[src/rtl/sysid_verifier.sv]
// ---------------------------------------------------------------------------
// sysid_verifier
//
// Reads the two words of the system-ID slave (address 0 = ID, address 1 =
// build timestamp) over a single-bit-address Avalon-MM read master. It
// compares them against the values expected at build time. It runs one
// check automatically after reset (AUTO_START) and one more each time start
// is pulsed. A per-access timeout catches a slave that never drops
// waitrequest.
//
// Ports
//   clk, reset_n      clock, asynchronous active-low reset
//   start             single-cycle request for a new check
//   avm_address       word select (0 = ID, 1 = timestamp), registered
//   avm_read          read strobe, registered
//   avm_readdata      slave read data (zero read latency)
//   avm_waitrequest   slave stall
//   busy              check in progress (RD_ID, RD_TS, FINISH)
//   done              one-cycle pulse when a check completes
//   id_ok, ts_ok      last captured words match the expected values
//   timeout_err       last check was aborted by the access timeout
//   id_value          last captured ID word
//   ts_value          last captured timestamp word
// ---------------------------------------------------------------------------
module sysid_verifier #(
    parameter logic [31:0] EXPECTED_ID    = 32'd890010046,
    parameter logic [31:0] EXPECTED_TS    = 32'd1219088571,
    parameter int unsigned TIMEOUT_CYCLES = 255,
    parameter bit          AUTO_START     = 1'b1
) (
    input  logic        clk,
    input  logic        reset_n,
    input  logic        start,
    output logic        avm_address,
    output logic        avm_read,
    input  logic [31:0] avm_readdata,
    input  logic        avm_waitrequest,
    output logic        busy,
    output logic        done,
    output logic        id_ok,
    output logic        ts_ok,
    output logic        timeout_err,
    output logic [31:0] id_value,
    output logic [31:0] ts_value
);

    typedef enum logic [1:0] {
        IDLE   = 2'd0,
        RD_ID  = 2'd1,
        RD_TS  = 2'd2,
        FINISH = 2'd3
    } state_t;

    // The counter value seen in the last stalled cycle before the abort.
    localparam logic [15:0] LAST_STALL = 16'(TIMEOUT_CYCLES - 1);

    state_t      state;
    state_t      next_state;
    logic        pending;
    logic [15:0] wait_cnt;
    logic        in_read;
    logic        accept;
    logic        stalled;
    logic        expire;

    // ---------------------------------------------------------------------
    // Next-state and decoded outputs
    // ---------------------------------------------------------------------
    always_comb begin
        // NOTE: every signal gets a default first, so no path through the
        // case statement leaves one unassigned and infers a latch.
        next_state = state;
        busy       = 1'b0;
        done       = 1'b0;

        in_read = (state == RD_ID) || (state == RD_TS);
        accept  = in_read && avm_read && !avm_waitrequest;
        stalled = in_read && avm_waitrequest;
        // Aborts at the end of the TIMEOUT_CYCLES-th consecutive stall cycle.
        expire  = stalled && (wait_cnt == LAST_STALL);

        unique case (state)
            IDLE: begin
                if (start || pending) next_state = RD_ID;
            end
            RD_ID: begin
                busy = 1'b1;
                if (expire)      next_state = FINISH;
                else if (accept) next_state = RD_TS;
            end
            RD_TS: begin
                busy = 1'b1;
                if (expire || accept) next_state = FINISH;
            end
            FINISH: begin
                busy       = 1'b1;
                done       = 1'b1;
                next_state = IDLE;
            end
            default: next_state = IDLE;
        endcase
    end

    // ---------------------------------------------------------------------
    // State register
    // ---------------------------------------------------------------------
    always_ff @(posedge clk or negedge reset_n) begin
        // NOTE: state is assigned with <= so every flop samples the values
        // that were present before the edge, whatever the order of blocks.
        if (!reset_n) state <= IDLE;
        else          state <= next_state;
    end

    // ---------------------------------------------------------------------
    // Bus strobes, timeout counter, start latch and result registers
    // ---------------------------------------------------------------------
    always_ff @(posedge clk or negedge reset_n) begin
        if (!reset_n) begin
            pending     <= AUTO_START;
            wait_cnt    <= '0;
            avm_read    <= 1'b0;
            avm_address <= 1'b0;
            id_ok       <= 1'b0;
            ts_ok       <= 1'b0;
            timeout_err <= 1'b0;
            id_value    <= '0;
            ts_value    <= '0;
        end else begin
            // Leaving IDLE consumes the request. Starts that arrive at any
            // other time collapse into one extra check.
            if (state == IDLE && next_state == RD_ID) pending <= 1'b0;
            else if (start)                           pending <= 1'b1;

            // A non-stalled cycle (including the accept cycle that enters
            // RD_TS) clears the count, so each access starts from zero.
            if (stalled) wait_cnt <= wait_cnt + 16'd1;
            else         wait_cnt <= '0;

            // Derived from next_state so the strobes are registered. They
            // stay constant for as long as the slave stalls.
            avm_read    <= (next_state == RD_ID) || (next_state == RD_TS);
            avm_address <= (next_state == RD_TS);

            if (state == RD_ID && accept) id_value <= avm_readdata;
            if (state == RD_TS && accept) ts_value <= avm_readdata;

            // Flags are updated on the edge that enters FINISH, so they are
            // already valid in the cycle where done is high. The timestamp
            // comparison uses the word being captured on this same edge.
            if (expire) begin
                timeout_err <= 1'b1;
                id_ok       <= 1'b0;
                ts_ok       <= 1'b0;
            end else if (state == RD_TS && accept) begin
                timeout_err <= 1'b0;
                id_ok       <= (id_value == EXPECTED_ID);
                ts_ok       <= (avm_readdata == EXPECTED_TS);
            end
        end
    end

endmodule
[config.mk]
export PLATFORM = sky130hd
export DESIGN_NAME = sysid_verifier
export DESIGN_NICKNAME = d
export VERILOG_FILES = /design/src/rtl/sysid_verifier.sv
export SDC_FILE = /design/constraint.sdc
export NUM_CORES = 1
export LEC_CHECK = 0
export ABC_AREA = 1
export CAP_MARGIN = 20
export CORE_ASPECT_RATIO = 0.9
export CORE_MARGIN = 3
export CORE_UTILIZATION = 52
export DETAILED_ROUTE_END_ITERATION = 8
export PLACE_DENSITY_LB_ADDON = 0.2
export SYNTH_ARGS = -nofsm -noshare
export SYNTH_HDL_FRONTEND = slang
export SYNTH_SLANG_ARGS = --single-unit
[constraint.sdc]
create_clock -name clk -period 5.1 [get_ports clk]
set_input_delay 1.53 -clock clk [delete_from_list [all_inputs] [get_ports clk]]
set_output_delay 1.53 -clock clk [all_outputs]
set_load 0.01 [all_outputs]
# After elaboration in Yosys (flattened, before gate mapping)
# Cells that the tools add are included.
# op_classes
n_mux,16
eq_ne,8
reduce_logical,16
add_sub_neg,1
# op_table
op,count
equality test 32 x 30 -> 1 bit (second input constant),1
equality test 32 x 31 -> 1 bit (second input constant),1
adder 16 x 1 -> 16 bit (second input constant),1
equality test 16 x 8 -> 1 bit (second input constant),1
two-way mux 16 bit,1
two-way mux 1 bit,10
two-way mux 2 bit,4
one-hot mux 2 bit (4 select lines),1
logical AND 1 bit,7
equality test 2 bit (second input constant),3
equality test 2 x 1 -> 1 bit (second input constant),2
logical OR 1 bit,4
nonzero test 2 bit,2
OR reduction 3 bit,1
zero test 2 bit,1
zero test 1 bit,1
# word_totals
wordCells,51
in_bits,36
register_bits,88

# Logic depth before layout (Yosys ltp)
# Gate-level depths: netlist (run 1).
# logic_depth
ltp_word,10
ltp_mapped,12

# Worst setup path before layout (run 1)
# No wires, ideal clock.
# synth_timing
path_type,input port to flip-flop
start,in avm_waitrequest
end,reg avm_read
path_buffers,0
slack_ns,2.563
arrival_ns,2.425
cell_stages,9
setup_ns,0.113
path_cell_list,nand2_2 -> nor3_1 -> nand3_1 -> nand2_1 -> nand2_1 -> nand2_1 -> nand2_1 -> ha_1 -> inv_1
# synth_between
elab_chain_len,7
word_cells_on_any_way,12
cone_classes,2 x eq/ne; 4 x mux; 6 x reduce/logical
# synth_lines
item,line,rtl
"start, declared",37,"input logic avm_waitrequest,"
zero test 1 bit or logical AND 1 bit (tied branches),"77, 78",
"logical AND 1 bit, on equally long branches","77, 80",
two-way mux 2 bit or logical OR 1 bit (tied branches),"89, 93",
"two-way mux 2 bit, on equally long branches","88, 93",
one-hot mux 2 bit (4 select lines) *,82,unique case (state)
equality test 2 x 1 -> 1 bit or equality test 2 bit (tied branches),141,avm_read <= (next_state == RD_ID) || (next_state == RD_TS);
logical OR 1 bit *,141,
"end signal, assigned",141,
"end, declared",35,"output logic avm_read,"
# Every way passes the cells marked *; elsewhere a longest branch is shown, timed or not.
# A chain may end at the register's enable or synchronous reset.

# Final worst setup path (run 1)
# layout_timing
start,in avm_waitrequest
end,reg ts_value[2]
# layout_between
elab_chain_len,3
# layout_lines
item,line,rtl
zero test 1 bit,77,accept = in_read && avm_read && !avm_waitrequest;
logical AND 1 bit,77,
logical AND 1 bit,145,if (state == RD_TS && accept) ts_value <= avm_readdata;
"end signal, assigned",145,
"end, declared",44,output logic [31:0] ts_value
# Every way passes these cells.

==> reports/metrics.csv, run 1 <==
metric,value,unit
status,"complete, no violations",
power_frac_clock,17.4,%
layout.nets,601,
busiest_layer,met2,
finalSetupViolCount,0,
fin_crit_sh,63.7,%
syn_area_per_cell,9.06,um2
synth-edff-count,0,
r2r_cells,10,
fp.dieW,99.2,um
ys_async_sr_fraction,100,%
grt_max_degree,89,
cts_setup_buffers,0,
r2r-end,ts_value[2],
fin_skew,0.0107,ns
core_area,7330,um2
syn_area,4070,um2
synth_nets,494,
critical_path.endpoint,ts_value[2],
root_buffer,clkbuf_8,
r2r-start,state[0],
grt_usage,22.3,%
clock_path_buffers,2,
grt.met3_usage,6.11,%
antenna_found_initial,0,
synth_cell_types,31,
pin_count,107,
critPathCaptureType,register,
ys_warn_count,0,
cts_buffers,9,
grt_pass1_wl,16100,um
synth_top_area_share,53.5,%
fin_util,73.8,%
tns,0,ns
worstPathArrival,3.53,ns
hold_violations,0,
powerDensity,531,nW/um2
max_freq,308,MHz
cts_tree,yes,
drive_gt1_share,13.0,%
grt_use_met1,31.3,%
ys_ff_latch,88,
crit_start,avm_waitrequest,
pwr-share-seq,40.3,%
relSlewSlack,63.6,%
ir_worst_vdd,0.314,mV
finalWeightedCongestion,0.875,
drv_cap,0,
netlist_top_cells_area,"dfrtp_1, nand2_1, inv_1, o21ai_2, o21ai_0",
vias,3432,
n_fill_cell,555,
combPwrFrac,42.3,%
p_int,1850,uW
wl_per_cell,14.7,um
n_antenna_cell,0,
worstHoldPathType,register to register,
grt-ovfl-total,0,
use_met2,34.7,%
synthTopCellsByCount,"dfrtp_1, nand2_1, inv_1, o21ai_0, nor2_1",
cts_hold_buf,0,
drt-total-wl,9590,um
critical_path_class,input port to register,
finalMaxSlewViolations,0,
worstSetupStartpointType,input port,
drt_first_iter_violations,148,
drt-pass1-iter-count,4,
power_leakage,0.00253,uW
path_clk_slew,0.08,ns
area_growth,33.0,%
crit_fanout,37,
rows,29,
die_y,89.9,um
power.share.switching,35.7,%
p_sw,1030,uW
synthCells,449,
synth_top_area_cell,dfrtp_1,
route.detailed.drc,0,
grt_pass1_vias,3314,
viasPerCell,5.25,
yosysMostFrequentCell,dfrtp_1,
worstSkewPairLatency,0.35,ns
worstPathRequired,5.38,ns
ff2ff_setup_slack,2.64,ns
rsz0062_at_grt,false,
cts_resized,0,
initial_core_util,55.5,%
fin_crit,3.25,ns
yosysSeqAreaShare,54.2,%
clock_sinks,88,
io_buffers,106,
ant_nets,0,
ys.flop_type,dfrtp_1,
cts.htree.levels,3,
hpwl,6930,um
dieArea,8920,um2
tightestPinTransition,0.546,ns
==> cell families after synthesis <==
family          share of synthesized area [%]
flops                                    54.2
simple gates                             21.7
fa+ha+maj                                2.77
compound gates                           13.1
buf+inv                                  8.25
==> metal layers <==
metal	vias to the layer above	share of wire, %
met3	12	7.5
li1	1658	-
met2	129	47
met5	-	0
met1	1633	45
met4	0	1.3
==> cell type report <==
type	instances	area [um2]	share of cell area (%)
multi-input combinational	284	1530	28.2
tap	93	116	2.15
clock buffer	12	155	2.87
clock inverter	4	52.6	0.972
inverter	64	240	4.44
timing repair buffer	109	1110	20.6
sequential	88	2200	40.7
==> power by group through the flow <==
stage	combinational (uW)	sequential (uW)	clock, uW
2_1_floorplan	495	1230	0
3_3_place_gp	1180	1160	0
3_5_place_dp	1220	1160	0
4_1_cts	1230	1160	509
5_1_grt	1340	1190	540
6_report	1220	1160	499
==> layout by cell type, fill, tap and decap left out, types with 2 or more instances in the layout <==
cell and count:
ha_1 9, nand2_2 19, nor2_1 33, o21ai_0 39, clkbuf_8 11, a21oi_1 15, o21ai_2 23, inv_2 3
nand3b_1 2, nand2_1 83, o21ai_1 9, buf_4 2, clkinvlp_4 3, clkdlybuf4s50_1 105, inv_1 61, dfrtp_1 87
nand3_1 16, nand4_1 11, nor3_1 13
==> flip-flops by register name (all words and copies together), names as in the netlist <==
signal       flops
timeout_err      1
id_ok            1
ts_value        32
avm_address      1
ts_ok            1
state            2
wait_cnt        16
id_value        32
avm_read         1
pending          1
==> critical path, cell delays in order <==
cell and delay [ns]:
clkdlybuf4s50_1 0.57, nor2_4 0.07, nand2_4 0.10, nor2_8 0.04, inv_2 0.40, buf_4 0.57, nand2_1 0.15, o21ai_2 0.09
==> metrics by stage <==
step	instances	total power, uW	hold WS [ns]	setup WS (ns)	instance area (um2)
after global placement	636	2340	0.460	1.55	5150
after floorplan	449	1730	0.455	2.56	4070
after CTS	652	2890	0.487	1.81	5360
after detailed placement	636	2380	0.462	1.47	5150
final	654	2870	0.485	1.85	5410
after global routing	654	3060	0.502	1.72	5410
==> worst min-delay path by stage <==
stage,from,to,slack (ns),cells after the start
2_1_floorplan,wait_cnt[0],wait_cnt[0],0.45,1
3_3_place_gp,timeout_err,timeout_err,0.46,2
3_5_place_dp,timeout_err,timeout_err,0.46,2
4_1_cts,wait_cnt[0],wait_cnt[0],0.49,1
5_1_grt,ts_value[18],ts_value[18],0.50,2
6_report,wait_cnt[0],wait_cnt[0],0.49,1
No activity file was read; power rests on OpenSTA's default activity.
==> run 2, diff against run 1 <==
CORE_UTILIZATION = 49   (was 52)
clock period = 3.3 ns   (was 5.1 ns; I/O delays follow)
==> reports/metrics.csv, run 2 (synthesis results as in run 1) <==
metric,value,unit
root_buffer,clkbuf_8,
ff2ff_setup_slack,1.20,ns
hp-start,ts_value[17],
power_leakage,0.00254,uW
critical_path_class,register to output port,
ir_worst_vdd,0.429,mV
viasPerCell,5.08,
layout.nets,604,
die_y,92.4,um
crit_fanout,5,
drt_first_iter_violations,220,
core_area,7810,um2
final_common_cell,clkdlybuf4s50_1,
n_antenna_cell,0,
placed_area,5210,um2
worstSetupStartpointType,register,
antenna_found_initial,0,
fin_util,69.4,%
post-place-ws,0.500,ns
grt_max_degree,65,
fin_area,5420,um2
drt-total-wl,9370,um
tightestPinTransition,0.605,ns
drv_cap,0,
vias,3351,
seq_area,2200,um2
pin_count,107,
cts_resized,0,
clock_path_buffers,2,
r2r_cells,11,
finalSetupViolCount,0,
rsz0062_at_grt,false,
layout_common_cells,"clkdlybuf4s50_1, dfrtp_1, nand2_1",
ant_nets,0,
crit_top_cell,inv_1,
io_buffers,106,
hold_violations,0,
worstSkewPairLatency,0.35,ns
dieArea,9430,um2
area_growth,33.2,%
rows,30,
n_fill_cell,639,
relSlewSlack,59.7,%
worstPathArrival,1.66,ns
clock_sinks,88,
cts_hold_buf,0,
fin_crit,2.65,ns
grt-ovfl-total,0,
grt_pass1_vias,3332,
cts_tree,yes,
grt_pass1_wl,15800,um
hpwl,7140,um
cts_buffers,9,
cts_setup_buffers,0,
drt-pass1-iter-count,5,
finalWeightedCongestion,0.821,
fin_crit_sh,80.2,%
route.detailed.drc,0,
wl_per_cell,14.2,um
critPathCaptureType,output port,
worstHoldPathType,register to register,
path_clk_slew,0.08,ns
hold_end,ts_value[17],
drive_gt1_share,13.1,%
cts.htree.levels,3,
worstPathRequired,2.31,ns
r2r-end,avm_read,
fin_ws,0.652,ns
multi_input_area,1530,um2
fin_skew,0.0120,ns
max_freq,378,MHz
r2r-start,state[0],
largestRegisters,"id_value x32, ts_value x32, wait_cnt x16",
tns,0,ns
finalMaxSlewViolations,0,
critPathSlowestCell,clkdlybuf4s50_1,
slowest_delay,0.52,ns
powerDensity,821,nW/um2
worstPathCellList,"inv_1, ha_1, inv_1, clkdlybuf4s50_1",
initial_core_util,52.1,%
whs_path_depth,2,
status,"complete, no violations",
fp.dieW,102,um
grt_usage,21.2,%
run 2: changes by cell type in the layout (fill, tap and decap cells not counted):
cell and delta:
buf_4 +4, clkinv_2 +1, bufinv_16 +1, clkbuf_8 -2
clkinvlp_4 -2, buf_16 -1, clkbuf_1 +2
run 2: worst max path at each step:
stage,startpoint,end
final,state[0],busy
after global routing,state[0],busy
after CTS,state[0],busy
after detailed placement,avm_waitrequest,avm_read
after global placement,avm_waitrequest,avm_read
after floorplan,avm_waitrequest,avm_read
run 2: layout make-up:
class                   instances  area share, %
flip-flops and latches         88           40.7
multi-input cells             284           28.2
repair buffers                112           20.6
inverters                      64           4.44
clock buffers                  12           2.50
well taps                      96           2.22
clock inverters                 4           1.34
run 2: through the flow:
stage	hold slack, ns	std cells	total power (uW)
3_3_place_gp	0.466	644	3630
6_report	0.490	660	4450
2_1_floorplan	0.455	449	2670
3_5_place_dp	0.468	644	3700
5_1_grt	0.516	660	4760
4_1_cts	0.494	660	4500
run 2: per-layer routing:
layer	vias to the layer above	GRT usage (%)	wire [um]	part of all wire [%]
met3	8	7.23	772	8.2
met4	0	4.48	91	0.97
li1	1656	-	-	-
met2	106	33.2	4330	46
met5	-	0	0	0
met1	1581	28.7	4170	44
run 2: power breakdown:
group          total, uW  leakage [uW]  internal [uW]  switching (uW)
logic               1890       0.00131            997             898
registers           1770       0.00113           1470             297
clock network        786      0.000101            427             360
run 2: critical path: cells and delay by family (launching register included):
family / cells / cell delay, ns
adder cells (fa/ha/maj): 1 / 0.21
buffers and inverters: 3 / 0.70
flip-flops: 1 / 0.40
